==> src/rtl/led_step_sequencer_if.sv <==
// Board-side signal bundle for the LED step sequencer: button/config inputs
// toward the sequencer and step/status outputs back toward the board.
interface led_step_sequencer_if;
   logic       btn_run;
   logic       burst_start;
   logic [3:0] burst_len;
   logic [1:0] speed;
   logic       step_en;
   logic       running;
   logic       burst_active;
   logic [7:0] step_count;

   // Board / stimulus side: drives requests and config, observes status.
   modport master (
      output btn_run, burst_start, burst_len, speed,
      input  step_en, running, burst_active, step_count
   );

   // Sequencer side.
   modport slave (
      input  btn_run, burst_start, burst_len, speed,
      output step_en, running, burst_active, step_count
   );
endinterface

==> src/rtl/led_step_sequencer.sv <==
// LED step sequencer: produces fixed-width step pulses for the 4-LED rotator,
// either continuously (toggled by a debounced push-button) or as finite bursts.
//
// state   | meaning
// --------+-------------------------------------------------------------
// S_IDLE  | no activity, waiting for button toggle or burst request
// S_WAIT  | counting the step interval (1<<speed) * TICK_DIV cycles
// S_PULSE | step_en high for PULSE_LEN cycles
// S_GAP   | step_en low for PULSE_LEN cycles, then decide stop/continue
module led_step_sequencer #(
   parameter int TICK_DIV        = 1200000,
   parameter int PULSE_LEN       = 4,
   parameter int DEBOUNCE_CYCLES = 120000
) (
   input logic                 clk,
   input logic                 reset_n,
   led_step_sequencer_if.slave bus
);

   localparam int PRESC_W = (TICK_DIV > 1) ? $clog2(TICK_DIV) : 1;
   localparam int PULSE_W = $clog2(PULSE_LEN) + 1;
   localparam int DB_W    = $clog2(DEBOUNCE_CYCLES) + 1;

   localparam logic [PRESC_W-1:0] PRESC_LOAD = PRESC_W'(TICK_DIV - 1);
   localparam logic [PULSE_W-1:0] PULSE_LOAD = PULSE_W'(PULSE_LEN - 1);
   localparam logic [DB_W-1:0]    DB_LAST    = DB_W'(DEBOUNCE_CYCLES - 1);

   typedef enum logic [1:0] {
      S_IDLE  = 2'd0,
      S_WAIT  = 2'd1,
      S_PULSE = 2'd2,
      S_GAP   = 2'd3
   } state_t;

   state_t             r_state;
   logic               r_sync1;
   logic               r_sync2;
   logic               r_db_level;
   logic [DB_W-1:0]    r_db_cnt;
   logic               r_toggle;
   logic [PRESC_W-1:0] r_presc;
   logic [2:0]         r_ticks;
   logic [PULSE_W-1:0] r_pulse_cnt;
   logic [3:0]         r_remaining;
   logic               r_stop_pending;
   logic               r_step_en;
   logic               r_running;
   logic               r_burst_active;
   logic [7:0]         r_step_count;

   logic [2:0]         w_ticks_load;
   logic               w_burst_req;
   logic               w_gap_stop;

   // Interval length in base ticks minus one, taken from speed at WAIT entry.
   assign w_ticks_load = 3'((4'd1 << bus.speed) - 4'd1);
   assign w_burst_req  = bus.burst_start && (bus.burst_len != 4'd0);
   // A toggle arriving on the last GAP cycle still counts as a stop.
   assign w_gap_stop   = r_stop_pending || r_toggle ||
                         (r_burst_active && (r_remaining == 4'd0));

   // Button path: two-flop synchroniser, debounce counter, rising-edge toggle.
   always_ff @(posedge clk or negedge reset_n) begin
      if (!reset_n) begin
         r_sync1    <= 1'b0;
         r_sync2    <= 1'b0;
         r_db_level <= 1'b0;
         r_db_cnt   <= '0;
         r_toggle   <= 1'b0;
      end else begin
         r_sync1  <= bus.btn_run;
         r_sync2  <= r_sync1;
         r_toggle <= 1'b0;
         if (r_sync2 != r_db_level) begin
            if (r_db_cnt == DB_LAST) begin
               r_db_level <= r_sync2;
               r_db_cnt   <= '0;
               r_toggle   <= r_sync2;
            end else begin
               r_db_cnt <= r_db_cnt + DB_W'(1);
            end
         end else begin
            r_db_cnt <= '0;
         end
      end
   end

   // Step sequencing FSM with registered step_en and status outputs.
   always_ff @(posedge clk or negedge reset_n) begin
      if (!reset_n) begin
         r_state        <= S_IDLE;
         r_presc        <= '0;
         r_ticks        <= '0;
         r_pulse_cnt    <= '0;
         r_remaining    <= '0;
         r_stop_pending <= 1'b0;
         r_step_en      <= 1'b0;
         r_running      <= 1'b0;
         r_burst_active <= 1'b0;
         r_step_count   <= '0;
      end else begin
         case (r_state)
            S_IDLE: begin
               r_step_en      <= 1'b0;
               r_stop_pending <= 1'b0;
               if (r_toggle) begin
                  r_state        <= S_WAIT;
                  r_running      <= 1'b1;
                  r_burst_active <= 1'b0;
                  r_presc        <= PRESC_LOAD;
                  r_ticks        <= w_ticks_load;
               end else if (w_burst_req) begin
                  r_state        <= S_WAIT;
                  r_running      <= 1'b1;
                  r_burst_active <= 1'b1;
                  r_remaining    <= bus.burst_len;
                  r_presc        <= PRESC_LOAD;
                  r_ticks        <= w_ticks_load;
               end
            end

            S_WAIT: begin
               if (r_toggle) begin
                  // Stop during the interval: abandon it, no pulse.
                  r_state        <= S_IDLE;
                  r_running      <= 1'b0;
                  r_burst_active <= 1'b0;
                  r_stop_pending <= 1'b0;
               end else if (r_presc == '0) begin
                  if (r_ticks == 3'd0) begin
                     r_state      <= S_PULSE;
                     r_step_en    <= 1'b1;
                     r_pulse_cnt  <= PULSE_LOAD;
                     r_step_count <= r_step_count + 8'd1;
                     if (r_burst_active) begin
                        r_remaining <= r_remaining - 4'd1;
                     end
                  end else begin
                     r_ticks <= r_ticks - 3'd1;
                     r_presc <= PRESC_LOAD;
                  end
               end else begin
                  r_presc <= r_presc - PRESC_W'(1);
               end
            end

            S_PULSE: begin
               if (r_toggle) begin
                  r_stop_pending <= 1'b1;
               end
               if (r_pulse_cnt == '0) begin
                  r_state     <= S_GAP;
                  r_step_en   <= 1'b0;
                  r_pulse_cnt <= PULSE_LOAD;
               end else begin
                  r_pulse_cnt <= r_pulse_cnt - PULSE_W'(1);
               end
            end

            S_GAP: begin
               if (r_pulse_cnt == '0) begin
                  if (w_gap_stop) begin
                     r_state        <= S_IDLE;
                     r_running      <= 1'b0;
                     r_burst_active <= 1'b0;
                     r_stop_pending <= 1'b0;
                  end else begin
                     r_state <= S_WAIT;
                     r_presc <= PRESC_LOAD;
                     r_ticks <= w_ticks_load;
                  end
               end else begin
                  r_pulse_cnt <= r_pulse_cnt - PULSE_W'(1);
                  if (r_toggle) begin
                     r_stop_pending <= 1'b1;
                  end
               end
            end

            default: begin
               r_state   <= S_IDLE;
               r_step_en <= 1'b0;
               r_running <= 1'b0;
            end
         endcase
      end
   end

   assign bus.step_en      = r_step_en;
   assign bus.running      = r_running;
   assign bus.burst_active = r_burst_active;
   assign bus.step_count   = r_step_count;

endmodule

==> src/flat_wrapper.sv <==
// flat-port wrapper written by rule: the top's interface ports become plain ports
module led_step_sequencer_flat 
#(
   parameter int TICK_DIV        = 1200000,
   parameter int PULSE_LEN       = 4,
   parameter int DEBOUNCE_CYCLES = 120000
)
  (clk, reset_n, bus_btn_run, bus_burst_start, bus_burst_len, bus_speed, bus_step_en, bus_running, bus_burst_active, bus_step_count);
  led_step_sequencer_if bus_i ();
  input logic clk;
  input logic reset_n;
  input wire logic [$bits(bus_i.btn_run)-1:0] bus_btn_run;
  input wire logic [$bits(bus_i.burst_start)-1:0] bus_burst_start;
  input wire logic [$bits(bus_i.burst_len)-1:0] bus_burst_len;
  input wire logic [$bits(bus_i.speed)-1:0] bus_speed;
  output wire logic [$bits(bus_i.step_en)-1:0] bus_step_en;
  output wire logic [$bits(bus_i.running)-1:0] bus_running;
  output wire logic [$bits(bus_i.burst_active)-1:0] bus_burst_active;
  output wire logic [$bits(bus_i.step_count)-1:0] bus_step_count;
  assign bus_i.btn_run = bus_btn_run;
  assign bus_i.burst_start = bus_burst_start;
  assign bus_i.burst_len = bus_burst_len;
  assign bus_i.speed = bus_speed;
  assign bus_step_en = bus_i.step_en;
  assign bus_running = bus_i.running;
  assign bus_burst_active = bus_i.burst_active;
  assign bus_step_count = bus_i.step_count;
  led_step_sequencer #(.TICK_DIV(TICK_DIV), .PULSE_LEN(PULSE_LEN), .DEBOUNCE_CYCLES(DEBOUNCE_CYCLES)) u_core (.clk(clk), .reset_n(reset_n), .bus(bus_i));
endmodule
==> config.mk <==
export PLATFORM = sky130hd
export DESIGN_NAME = led_step_sequencer_flat
export DESIGN_NICKNAME = d
export VERILOG_FILES = /design/src/rtl/led_step_sequencer_if.sv /design/src/rtl/led_step_sequencer.sv /design/src/flat_wrapper.sv
export SDC_FILE = /design/constraint.sdc
export NUM_CORES = 1
export LEC_CHECK = 0
export BUFFER_PORTS_ARGS = -buffer_cell sky130_fd_sc_hd__buf_2
export CAP_MARGIN = 30
export CORE_AREA = 3 3 94 96
export DETAILED_ROUTE_END_ITERATION = 10
export DIE_AREA = 0 0 97 99
export GPL_TIMING_DRIVEN = 0
export PLACE_DENSITY = 0.66
export SLEW_MARGIN = 25
export SYNTH_ARGS = -nofsm -noshare
export SYNTH_HDL_FRONTEND = slang
export SYNTH_SLANG_ARGS = --single-unit
==> constraint.sdc <==
create_clock -name clk -period 2.8 [get_ports clk]
set_input_delay 0.56 -clock clk [delete_from_list [all_inputs] [get_ports clk]]
set_output_delay 0.56 -clock clk [all_outputs]
set_load 0.05 [all_outputs]
==> metrics.md <==
| Metric | Value |
|---|---|
| Actual slew at the worst max-slew pin | approximately 690 ps |
| Top cells by area, synth | dfrtp_1 (46%), nor2_1 (3.9%), or4_1 (3.5%), xnor2_1 (3.1%), a21oi_1 (2.9%) |
| CP Data Required Time | 3080 ps |
| Via count | between 3000 and 4000 |
| Worst r2r src | u_core.r_presc[5] |
| Remaining antenna violation count after routing | 0 |
| Fin util | between 50 and 60% |
| Fin crit share | between 90 and 100% |
| First-pass GRT wire length | 14000 microns |
| Port Buffer Count | 20 |
| CTS HTree Levels | 3 |
| Share of cells above drive strength 1 | 16.7% |
| Max clock buf depth | 2 |
| Placed cell area | around 3900 sq um |
| Largest net degree at the start of global routing | 46 |
| Nets | 432 |
| Async S/R FF share, synth | 100% |
| Root buffer cell | clkbuf_8 |
| GP Congestion | roughly 0.86 |
| Most frequent cell after synthesis | dfrtp_1 |
| Synth Cell Area | 3620 sq um |
| Routed vias/inst | approximately 5.7 |
| Total negative slack | 0 ps |
| Synth Flop Type | dfrtp_1 |
| Count of different cell masters after synthesis | 54 |
| Final instance area | ~4200 sq um |
| N_diodes | 0 |
| Vias in the first global route | a little under 3000 |
| Status | finished, final reports clean |
| Num CTS Buffers | 9 |
| Total Power | between 1500 and 2000 uW |
| Core area | 8130 sq um |
| GRT overflow | 0 |
| Critical path fanouts, max | 10 |
| Syn_area_per_cell | 9.54 sq um |
| Full die area | a little under 10000 sq um |
| Register area share after synthesis | around 46% |
| Total wire length | between 8000 and 9000 microns |
| Crit Reg-Reg Endpoint | u_core.bus.step_count[7] |
| Crit start category | register |
| Syn Nets | just under 400 |
| Post-CTS Hold Buffers | 0 |
| Routed len/inst | around 15 microns |
| Fin crit period | about 2700 ps |
| Row cnt | 33 |
| DRC Markers | 0 |
| Most instantiated cells after synthesis | dfrtp_1 (67), nor2_1 (38), nand2_1 (24) |
| Max-slew headroom | a little over half |
| Clk slew on worst S/H paths | approximately 80 ps |
| Max-slew violations | 0 |
| LEAKAGE | 0.00171 uW |
| CTS tree | done |
| Top-area cell type share of the netlist area | 46.3% |
| Clock latency on the worst-skew pair | around 350 ps |
| Crit. End Element | register |
| EDFF count, synth | 0 |
| R2R depth | 7 |
| Initial antenna violation count | 0 |
| R2R Setup Slk | just over 100 ps |
| Worst VDD drop | between 0.15 and 0.2 mV |
| Starting Density | approximately 45% |
| Arrival time worst endpoint | around 3000 ps |
| Hold WS | approximately 99 ps |
| Setup Crit Path Kind | register to register |
| Type of the worst min-delay path | input pin to async pin |
| Max Freq | 371 MHz |
| GRT Util Overall | 17.6% |
| Max-Cap Viols | 0 |
| DP Wirelength | around 5700 microns |
| Final setup viols | 0 |
| Final hold vios | 0 |
| YS warnings | 0 |
| Die W | around 97 microns |
| Power Dens Cells | between 400 and 500 nW/um^2 |
| Most area-hungry cell type in the Yosys netlist | dfrtp_1 |
| Die height | 99 microns |
| Synthesis-to-finish area growth | 14.9% |
| Synth Register Bits | 67 |
| Clk_skew | approximately 16 ps |
| DRT Pass-1 Iters | 4 |
| Mapped Cells | 380 |
| Ports | 21 |
| Num Clock Sinks | 67 |
| Setup repair after global routing missed its margin | false |
| Initial DRC Count | ~140 |
sequential cells by signal, summed over array words and instances, names as in the netlist, 3 cells and up, named ones only:
signal and cells:
u_core.r_presc 21, u_core.bus.step_count 8, u_core.r_ticks 3, u_core.r_pulse_cnt 3, u_core.r_remaining 4, u_core.r_db_cnt 18
how the worst max path moves through the flow:
stage / startpoint / endpoint / cells past startpoint
after floorplan: u_core.r_presc[0] / u_core.r_ticks[0] / 9
after global placement: u_core.r_presc[0] / u_core.r_presc[3] / 10
after detailed placement: u_core.r_presc[0] / u_core.r_presc[3] / 10
after CTS: u_core.r_remaining[0] / u_core.r_presc[0] / 9
after global routing: u_core.r_presc[5] / u_core.bus.step_count[5] / 7
final: u_core.r_presc[5] / u_core.bus.step_count[7] / 7
through the flow:
stage	cells	setup WS (ps)
after global placement	505	-548
after detailed placement	506	-574
after CTS	522	7.22
after floorplan	380	3.37
after global routing	524	13.5
final	524	103
logic make-up (layout without fill, tap and decap cells):
| kind of cell | Yosys count | count (layout) | synth area share [%] |
|---|---|---|---|
| multiplexers | 6 | 6 | 1.76 |
| adder cells (fa/ha/maj) | 8 | 8 | 2.76 |
| flip-flops | 67 | 67 | 46.3 |
| XOR/XNOR | 24 | 24 | 5.80 |
| AO/OA/AOI/OAI | 80 | 80 | 14.5 |
| buffers and inverters | 33 | 72 | 4.01 |
| AND/OR/NAND/NOR | 162 | 162 | 24.9 |
what timing repair did:
| action | in CTS | in global routing |
|---|---|---|
| endpoints found under the hold margin | 0 | 0 |
| pin swaps | 0 | 4 |
| gates resized for setup | 8 | 12 |
| buffers inserted | 1 | 3 |
| setup endpoints to repair | 36 | 20 |
critical path, cell delays in order, from the launching register on:
cell,delay [ps]
dfrtp_1,400
or4_4,590
or4_4,570
buf_6,170
or4_4,480
buf_6,160
nor3_2,120
xor2_1,150
layout make-up:
| class | count | area, sq um |
|---|---|---|
| repair buffers | 25 | 160 |
| inverters | 15 | 56.3 |
| multi-input cells | 280 | 1880 |
| plain buffers | 16 | 90.1 |
| clock inverters | 5 | 37.5 |
| flip-flops and latches | 67 | 1680 |
| fillers | 763 | 3970 |
| clock buffers | 11 | 131 |
| well taps | 105 | 131 |
cells in the final DEF, fill, tap and decap left out, types with 12 or more instances in the layout:
| cell type | Yosys | layout |
|---|---|---|
| nand2_1 | 24 | 24 |
| a21oi_1 | 21 | 21 |
| nor2_1 | 38 | 38 |
| o21ai_0 | 12 | 12 |
| or4_1 | 17 | 16 |
| buf_2 | 2 | 20 |
| xnor2_1 | 13 | 13 |
| dfrtp_1 | 67 | 67 |
| o31ai_1 | 13 | 13 |
| nand3_1 | 19 | 19 |
| or3_1 | 12 | 12 |
| inv_1 | 15 | 14 |
layer usage:
| metal | global-route usage, % | wire [microns] | up-vias | share of wire [%] |
|---|---|---|---|---|
| li1 | - | - | 1475 | - |
| met3 | 5.17 | 346 | 16 | 4.3 |
| met5 | 0 | 0 | - | 0 |
| met4 | 6.80 | 155 | 0 | 1.9 |
| met1 | 23.8 | 3850 | 1463 | 48 |
| met2 | 26.9 | 3650 | 53 | 46 |
report_power, final:
part           internal (uW)  switching [uW]  leakage [uW]  total [uW]
logic                   15.3            31.6      0.000816        46.9
clock network            325             382     0.0000799         707
registers                972            4.23      0.000815         976
total                   1310             418       0.00171        1730
(Power assumes the default switching activity.)
